[config.mk]
export PLATFORM = sky130hd
export DESIGN_NAME = phase_step_meter
export DESIGN_NICKNAME = d
export VERILOG_FILES = /design/src/rtl/phase_step_meter.sv
export SDC_FILE = /design/constraint.sdc
export NUM_CORES = 1
export LEC_CHECK = 0
export CAP_MARGIN = 40
export CORE_ASPECT_RATIO = 0.8
export CORE_MARGIN = 2
export CORE_UTILIZATION = 55
export CTS_BUF_LIST = sky130_fd_sc_hd__clkbuf_16
export CTS_CLUSTER_DIAMETER = 200
export DETAILED_ROUTE_END_ITERATION = 10
export GPL_ROUTABILITY_DRIVEN = 0
export GPL_TIMING_DRIVEN = 0
export PLACE_DENSITY = 0.78
export SYNTH_ARGS = -nofsm -noshare
export SYNTH_HDL_FRONTEND = slang
export SYNTH_SLANG_ARGS = --single-unit
[constraint.sdc]
create_clock -name clk -period 5.1 [get_ports clk]
set_input_delay 1.275 -clock clk [delete_from_list [all_inputs] [get_ports clk]]
set_output_delay 1.275 -clock clk [all_outputs]
set_load 0.005 [all_outputs]
[src/rtl/phase_step_meter.sv]
// phase_step_meter
//   Recovers the phase_step setting of a phase-accumulator generator by
//   timing the gaps between successive phase index changes. The generator
//   holds each value for phase_step+1 clocks, so the gap length minus one is
//   the step. Lock is declared after LOCK_COUNT consecutive equal gaps.
//
// Parameters
//   LOCK_COUNT  consecutive equal intervals needed for lock (1..15)
//   TIMEOUT     clocks without a phase change before measurement is abandoned
//
// Ports
//   clk         system clock, rising edge
//   rst         asynchronous active-high reset
//   phase_in    observed 10-bit phase index
//   clear       synchronous restart (prev keeps sampling)
//   step_out    recovered step, held until the next lock
//   step_valid  pulse on every edge confirming the locked step
//   locked      high while locked
//   seq_err     pulse on a non-sequential phase change
//   timeout     pulse when the stream stalls
//   wrap        pulse on a valid 1023->0 edge
module phase_step_meter #(
  parameter int unsigned LOCK_COUNT = 4,
  parameter logic [31:0] TIMEOUT    = 32'd50_000_000
) (
  input  logic        clk,
  input  logic        rst,
  input  logic [9:0]  phase_in,
  input  logic        clear,
  output logic [31:0] step_out,
  output logic        step_valid,
  output logic        locked,
  output logic        seq_err,
  output logic        timeout,
  output logic        wrap
);

  typedef enum logic [1:0] {IDLE, MEASURE, TRACK, LOCKED} state_t;

  localparam logic [3:0] LC = 4'(LOCK_COUNT);

  state_t      state;
  logic [9:0]  prev;
  logic [31:0] run_cnt;
  logic [31:0] candidate;
  logic [3:0]  match_cnt;

  logic is_edge, is_valid, is_wrap;

  // prev + 1 is evaluated in 10 bits, so 1023 -> 0 is a valid advance.
  assign is_edge  = (phase_in != prev);
  assign is_valid = (phase_in == prev + 10'd1);
  assign is_wrap  = is_valid && (prev == 10'h3FF);

  always_ff @(posedge clk or posedge rst) begin
    if (rst) begin
      state      <= IDLE;
      prev       <= '0;
      run_cnt    <= '0;
      candidate  <= '0;
      match_cnt  <= '0;
      step_out   <= '0;
      step_valid <= 1'b0;
      locked     <= 1'b0;
      seq_err    <= 1'b0;
      timeout    <= 1'b0;
      wrap       <= 1'b0;
    end else begin
      prev       <= phase_in;
      step_valid <= 1'b0;
      seq_err    <= 1'b0;
      timeout    <= 1'b0;
      wrap       <= 1'b0;
      if (clear) begin
        state     <= IDLE;
        run_cnt   <= '0;
        candidate <= '0;
        match_cnt <= '0;
        step_out  <= '0;
        locked    <= 1'b0;
      end else begin
        // At an edge run_cnt holds (cycles since previous edge) - 1.
        if (is_edge)                run_cnt <= '0;
        else if (run_cnt < TIMEOUT) run_cnt <= run_cnt + 32'd1;

        if (is_edge) begin
          if (state == IDLE) begin
            // First edge is only a start marker; its value is not checked.
            state <= MEASURE;
          end else if (!is_valid) begin
            // Bad edge restarts measurement and opens a new interval.
            seq_err <= 1'b1;
            locked  <= 1'b0;
            state   <= MEASURE;
          end else begin
            wrap <= is_wrap;
            case (state)
              MEASURE: begin
                candidate <= run_cnt;
                match_cnt <= 4'd1;
                if (LC == 4'd1) begin
                  state      <= LOCKED;
                  locked     <= 1'b1;
                  step_out   <= run_cnt;
                  step_valid <= 1'b1;
                end else begin
                  state <= TRACK;
                end
              end
              TRACK: begin
                if (run_cnt == candidate) begin
                  match_cnt <= match_cnt + 4'd1;
                  if (match_cnt + 4'd1 >= LC) begin
                    state      <= LOCKED;
                    locked     <= 1'b1;
                    step_out   <= candidate;
                    step_valid <= 1'b1;
                  end
                end else begin
                  candidate <= run_cnt;
                  match_cnt <= 4'd1;
                end
              end
              LOCKED: begin
                if (run_cnt == step_out) begin
                  step_valid <= 1'b1;
                end else begin
                  // step_out deliberately keeps the old value until relock.
                  locked    <= 1'b0;
                  state     <= TRACK;
                  candidate <= run_cnt;
                  match_cnt <= 4'd1;
                end
              end
              default: ;
            endcase
          end
        end else if (state != IDLE && run_cnt == TIMEOUT) begin
          // Dropping to IDLE makes this fire once per stall.
          timeout <= 1'b1;
          locked  <= 1'b0;
          state   <= IDLE;
        end
      end
    end
  end

endmodule

# After elaboration in Yosys (flattened, before gate mapping)
# Index checks and enable logic that the tools add are counted.
[op_classes]
mux = 61
n_eq_ne = 21
reduce_logical = 17
n_addsub = 3
magnitude_cmp = 2
[ops]
columns = ["cell", "count"]
rows = [
  ["two-way mux 32 bit", 16],
  ["one-hot mux 32 bit (3 select lines)", 1],
  ["equality test 32 bit", 2],
  ["adder 32 x 1 -> 32 bit, second input constant", 1],
  ["equality test 32 x 26 -> 1 bit, second input constant", 1],
  ["less-than comparator 32 x 26 -> 1 bit, second input constant", 1],
  ["two-way mux 1 bit", 26],
  ["two-way mux 4 bit", 6],
  ["inequality test 6 bit, second input constant", 3],
  ["AND reduction 6 bit", 3],
  ["two-way mux 2 bit", 8],
  ["inequality test 5 bit, second input constant", 3],
  ["one-hot mux 4 bit (3 select lines)", 1],
  ["nonzero test 2 bit", 6],
  ["adder 10 x 1 -> 10 bit, second input constant", 1],
  ["equality test 10 bit", 1],
  ["equality test 10 bit, second input constant", 1],
  ["inequality test 10 bit", 1],
  ["AND reduction 5 bit", 2],
  ["inequality test 3 bit, second input constant", 3],
  ["inequality test 7 x 3 -> 1 bit, second input constant", 1],
  ["one-hot mux 2 bit (3 select lines)", 1],
  ["nonzero test 3 bit", 2],
  ["inequality test 5 x 3 -> 1 bit, second input constant", 1],
  ["other kinds (9)", 12],
]
[totals]
ff_bits = 117
in_bits = 13
out_inout_bits = 37

# Depth between registers and ports, before layout
[logic_depth]
word_depth = 9
mapped_depth = 11
mapped_depth_nobuf = 9

# Worst setup path after synthesis
# Ideal clock, no wire load.
[synth_path]
path_type = "input-to-reg"
start = "input phase_in[3]"
end = "register step_out[0]"
path_buffers = 2
slack_ns = 1.909
arrival_time_ns = 3.070
cell_stages = 8
cell_sequence = "clkbuf_1 > or4_1 > o22ai_1 > a21oi_1 > and4b_4 > a31oi_4 > buf_4 > a22o_1"
[synth_between]
elab_chain_len = 3
word_cells_on_any_way = 5
classes_between = "eq/ne (2); reduce/logical (3)"
[synth_lines]
columns = ["element", "line_no", "rtl"]
rows = [
  ["start, declared", "28", "input logic [9:0] phase_in,"],
  ["equality test 10 bit / inequality test 10 bit (equally long branches)", "52, 51", ""],
  ["nonzero test 2 bit (no line)", "n/a", ""],
  ["AND reduction 6 bit (no line) (*)", "n/a", ""],
  ["end signal, assigned", "104", "step_out <= run_cnt;"],
  ["end signal, assigned", "116", "step_out <= candidate;"],
  ["end, declared", "30", "output logic [31:0] step_out,"],
]
# Every way passes the cells marked *; elsewhere a longest branch is shown, timed or not.
# A chain may end at the register's enable or synchronous reset.

# Final worst setup path
[layout_path]
start = "input phase_in[3]"
end = "register state[0]"
[layout_between]
elab_chain_len = 5
word_cells_on_any_way = 12
classes_between = "eq/ne (6); mux (4); reduce/logical (2)"
[layout_lines]
columns = ["element", "line_no", "rtl"]
rows = [
  ["equality test 10 bit", "52", "assign is_valid = (phase_in == prev + 10'd1);"],
  ["two-way mux 2 bit", "90", "end else if (!is_valid) begin"],
  ["two-way mux 2 bit", "87", "if (state == IDLE) begin"],
  ["two-way mux 2 bit", "86", "if (is_edge) begin"],
  ["two-way mux 2 bit", "74", "if (clear) begin"],
  ["end signal, assigned", "75", "state <= IDLE;"],
  ["end signal, assigned", "89", "state <= MEASURE;"],
  ["end signal, assigned", "94", "state <= MEASURE;"],
  ["end, declared", "42", "state_t state;"],
]
# Several ways; a longest one is shown, not always the timed one.

==> impl_metrics.py <==
metrics = {
    "route": {
        "drc": 0,
        "wl_per_cell_um": 21.2,
        "ant_nets": 0,
        "drt-initial-drc-count": 762,
        "vias": 5768,
        "postRouteWirelength_um": 18700,
        "drtPass1Iterations": 8,
        "routed_via_density": 6.52,
    },
    "setup_path": {
        "reg2reg_to": "candidate[2]$_DFFE_PP0P_",
        "r2r_setup_slack_ns": 1.73,
        "worstPathCellList": "clkdlybuf4s50_1, clkbuf_1, xnor2_1, nand4_1, nor4_2, buf_4, nand2_1, and2_1, a22o_1, a21oi_1",
        "reg2reg_depth": 9,
        "cp_data_required_time_ns": 5.44,
        "crit_cells": 10,
        "cp-startpoint": "phase_in[3]",
        "worstPathMaxFanout": 7,
        "crit_path_top_delay_cell": "nor4_2",
        "path_buf_inv": 3,
        "rr_startpoint": "run_cnt[15]$_DFFE_PP0P_",
        "crit_family": "simple AND/OR/NAND/NOR gates",
        "critPathArrivalTime_ns": 4.11,
        "max_stage_delay_ns": 0.67,
        "cp-end-kind": "flop",
        "endpoint": "state[0]$_DFFE_PP0P_",
        "path_class": "in -> reg",
        "start_kind": "input pin",
    },
    "synth": {
        "synth_cells": 653,
        "ys.flop_type": "dfrtp_1",
        "synth.largest_area_cell": "dfrtp_1",
        "syn_area_mm2": 0.00647,
        "synth_area_leaders": "dfrtp_1, xor2_1, xnor2_1, nand4_1, a22o_1",
        "seq_area_frac_synth_pct": 45.2,
        "synth_warnings": 0,
        "syn_nets": 670,
        "synth_seq_cells": 117,
        "synth-async-reset-ratio_pct": 100,
        "synth_edf_count": 0,
        "netlist.area_leader.share_pct": 45.2,
        "avgSynthCellArea_um2": 9.91,
        "synth_cell_type_count": 62,
    },
    "cts": {
        "cts_sinks": 117,
        "cts-root-buf": "clkbuf_16",
        "clock_latency_ns": 0.42,
        "cts_tree": "yes",
        "numCtsBuffers": 17,
        "post_cts_buffers": 0,
        "clk_pin_slew_worst_paths_ns": 0.06,
        "cts_max_path_buffers": 2,
        "cts.repair.resized": 0,
        "cts_hold_buf": 0,
        "ctsHtreeMaxLevel": 4,
    },
    "worst_hold_path": {
        "hold_class": "reg -> reg",
    },
    "run": {
        "maxCapViolCount": 0,
    },
    "cells_and_area": {
        "layout_commonest_cell": "dfrtp_1",
        "mostFrequentLayoutCells": "dfrtp_1, xor2_1, clkdlybuf4s50_1, nand4_1, a21oi_1",
        "fin_nets": 740,
        "num_antenna_cells": 0,
        "layout-drive-gt1-share_pct": 10.7,
        "areaGrowthSynthToFinish_pct": 20.9,
        "fin_area_mm2": 0.00782,
    },
    "sta": {
        "final_hold_viol_count": 0,
        "tns_ns": 0,
        "period_needed_ns": 3.76,
        "grt_setup_unrepaired": "false",
        "fin_crit_sh_pct": 73.8,
        "fmax_mhz": 266,
        "skew_ns": 0.0105,
        "slew_headroom_pct": 49.9,
        "worst_slew_pin_slew_ns": 0.745,
        "finalSetupViolations": 0,
        "finalMaxSlewViolations": 0,
    },
    "place": {
        "place.detailed.hpwl_um": 13200,
        "placed_cell_area_mm2": 0.00719,
        "port_buffers": 49,
    },
    "die": {
        "fp.dieW_um": 125,
        "fp.dieH_um": 101,
        "rows": 35,
        "pin_count": 50,
        "core_mm2": 0.0115,
        "start_util_pct": 56.4,
        "die_area_mm2": 0.0127,
    },
    "grt": {
        "grt_pass1_wl_um": 29600,
        "grt_overflow_total": 0,
        "grt_util_all_layers_pct": 30.4,
        "grt_pass1_vias": 5543,
        "antenna_found_initial": 0,
        "grt_max_degree": 91,
    },
    "pwr": {
        "irDropWorstVdd_mv": 0.246,
        "p_leak_nw": 3.47,
        "power-per-cell-area_mw_per_mm2": 301,
    },
    "run_status": {
        "outcome": "completed",
    },
}
stage by stage:
step | total power [mW] | hold slack, ns | setup WS (ns) | instances | util, %
final | 2.36 | 0.538 | 1.34 | 884 | 68.2
after detailed placement | 1.07 | 0.527 | 0.953 | 852 | 62.6
after global placement | 1.06 | 0.512 | -0.906 | 850 | 62.3
after global routing | 2.42 | 0.552 | 1.20 | 884 | 68.2
after CTS | 2.36 | 0.541 | 1.37 | 884 | 68.2
after floorplan | 1.02 | 0.497 | 0.724 | 653 | -
worst min-delay path by stage:
| stage | slack, ns | to | start | depth (start not counted) |
|---|---|---|---|---|
| global placement | 0.51 | match_cnt[3]$_DFFE_PP0P_ | match_cnt[3]$_DFFE_PP0P_ | 1 |
| global route | 0.55 | step_out[23]$_DFFE_PP0P_ | candidate[23]$_DFFE_PP0P_ | 1 |
| CTS | 0.54 | step_out[15]$_DFFE_PP0P_ | candidate[15]$_DFFE_PP0P_ | 1 |
| detailed placement | 0.53 | step_out[24]$_DFFE_PP0P_ | candidate[24]$_DFFE_PP0P_ | 1 |
| finish | 0.54 | step_out[24]$_DFFE_PP0P_ | candidate[24]$_DFFE_PP0P_ | 1 |
| floorplan | 0.50 | match_cnt[3]$_DFFE_PP0P_ | match_cnt[3]$_DFFE_PP0P_ | 1 |
final cells by class:
| cell class | instances | area, µm² |
|---|---|---|
| Buffer | 63 | 294 |
| Inverter | 13 | 53.8 |
| Fill cell | 889 | 3650 |
| Sequential cell | 117 | 2930 |
| Timing Repair Buffer | 51 | 526 |
| Clock inverter | 15 | 211 |
| Tap cell | 148 | 185 |
| Clock buffer | 17 | 425 |
| Multi-Input combinational cell | 460 | 3200 |
layer usage:
| metal | GRT usage [%] | vias to the layer above | wire, µm |
|---|---|---|---|
| met4 | 9.15 | 0 | 344 |
| met5 | 0 | - | 0 |
| li1 | - | 2536 | - |
| met3 | 7.38 | 42 | 1730 |
| met2 | 47.3 | 332 | 8510 |
| met1 | 42.5 | 2858 | 8110 |
cell usage after synthesis, drive strengths merged, types with 3 or more instances:
cell type and count:
a2111oi 4, a211oi 3, a21oi 49, a22o 33, and2 8, and3 3
buf 30, clkbuf 33, dfrtp 117, ha 4, inv 13, nand2 23
nand3 18, nand4 49, nand4b 3, nor2 38, nor3 15, nor4 22
o21ai 10, o31ai 33, or2 3, or3 6, or4 5, xnor2 35
xor2 66
cells by family after synthesis:
kind of cell	Yosys count	share of synthesized area (%)
buffers and inverters	76	5.30
multiplexers	1	0.155
AO/OA/AOI/OAI	149	16.4
XOR/XNOR	102	14.0
adder cells (fa/ha/maj)	4	0.773
flip-flops	117	45.2
AND/OR/NAND/NOR	204	18.1
flip-flops by register name (all words and copies together) (netlist names), 2 cells and up:
name,count
step_out,32
run_cnt,32
state,2
candidate,32
match_cnt,4
prev,10
power breakdown:
group | switching (mW) | internal [mW] | leakage, nW | total, mW
sequential | 0.00649 | 0.934 | 1.61 | 0.940
clock | 0.445 | 0.860 | 0.301 | 1.30
combinational | 0.0734 | 0.0375 | 1.56 | 0.111
Power figures use the tool's default switching activity.
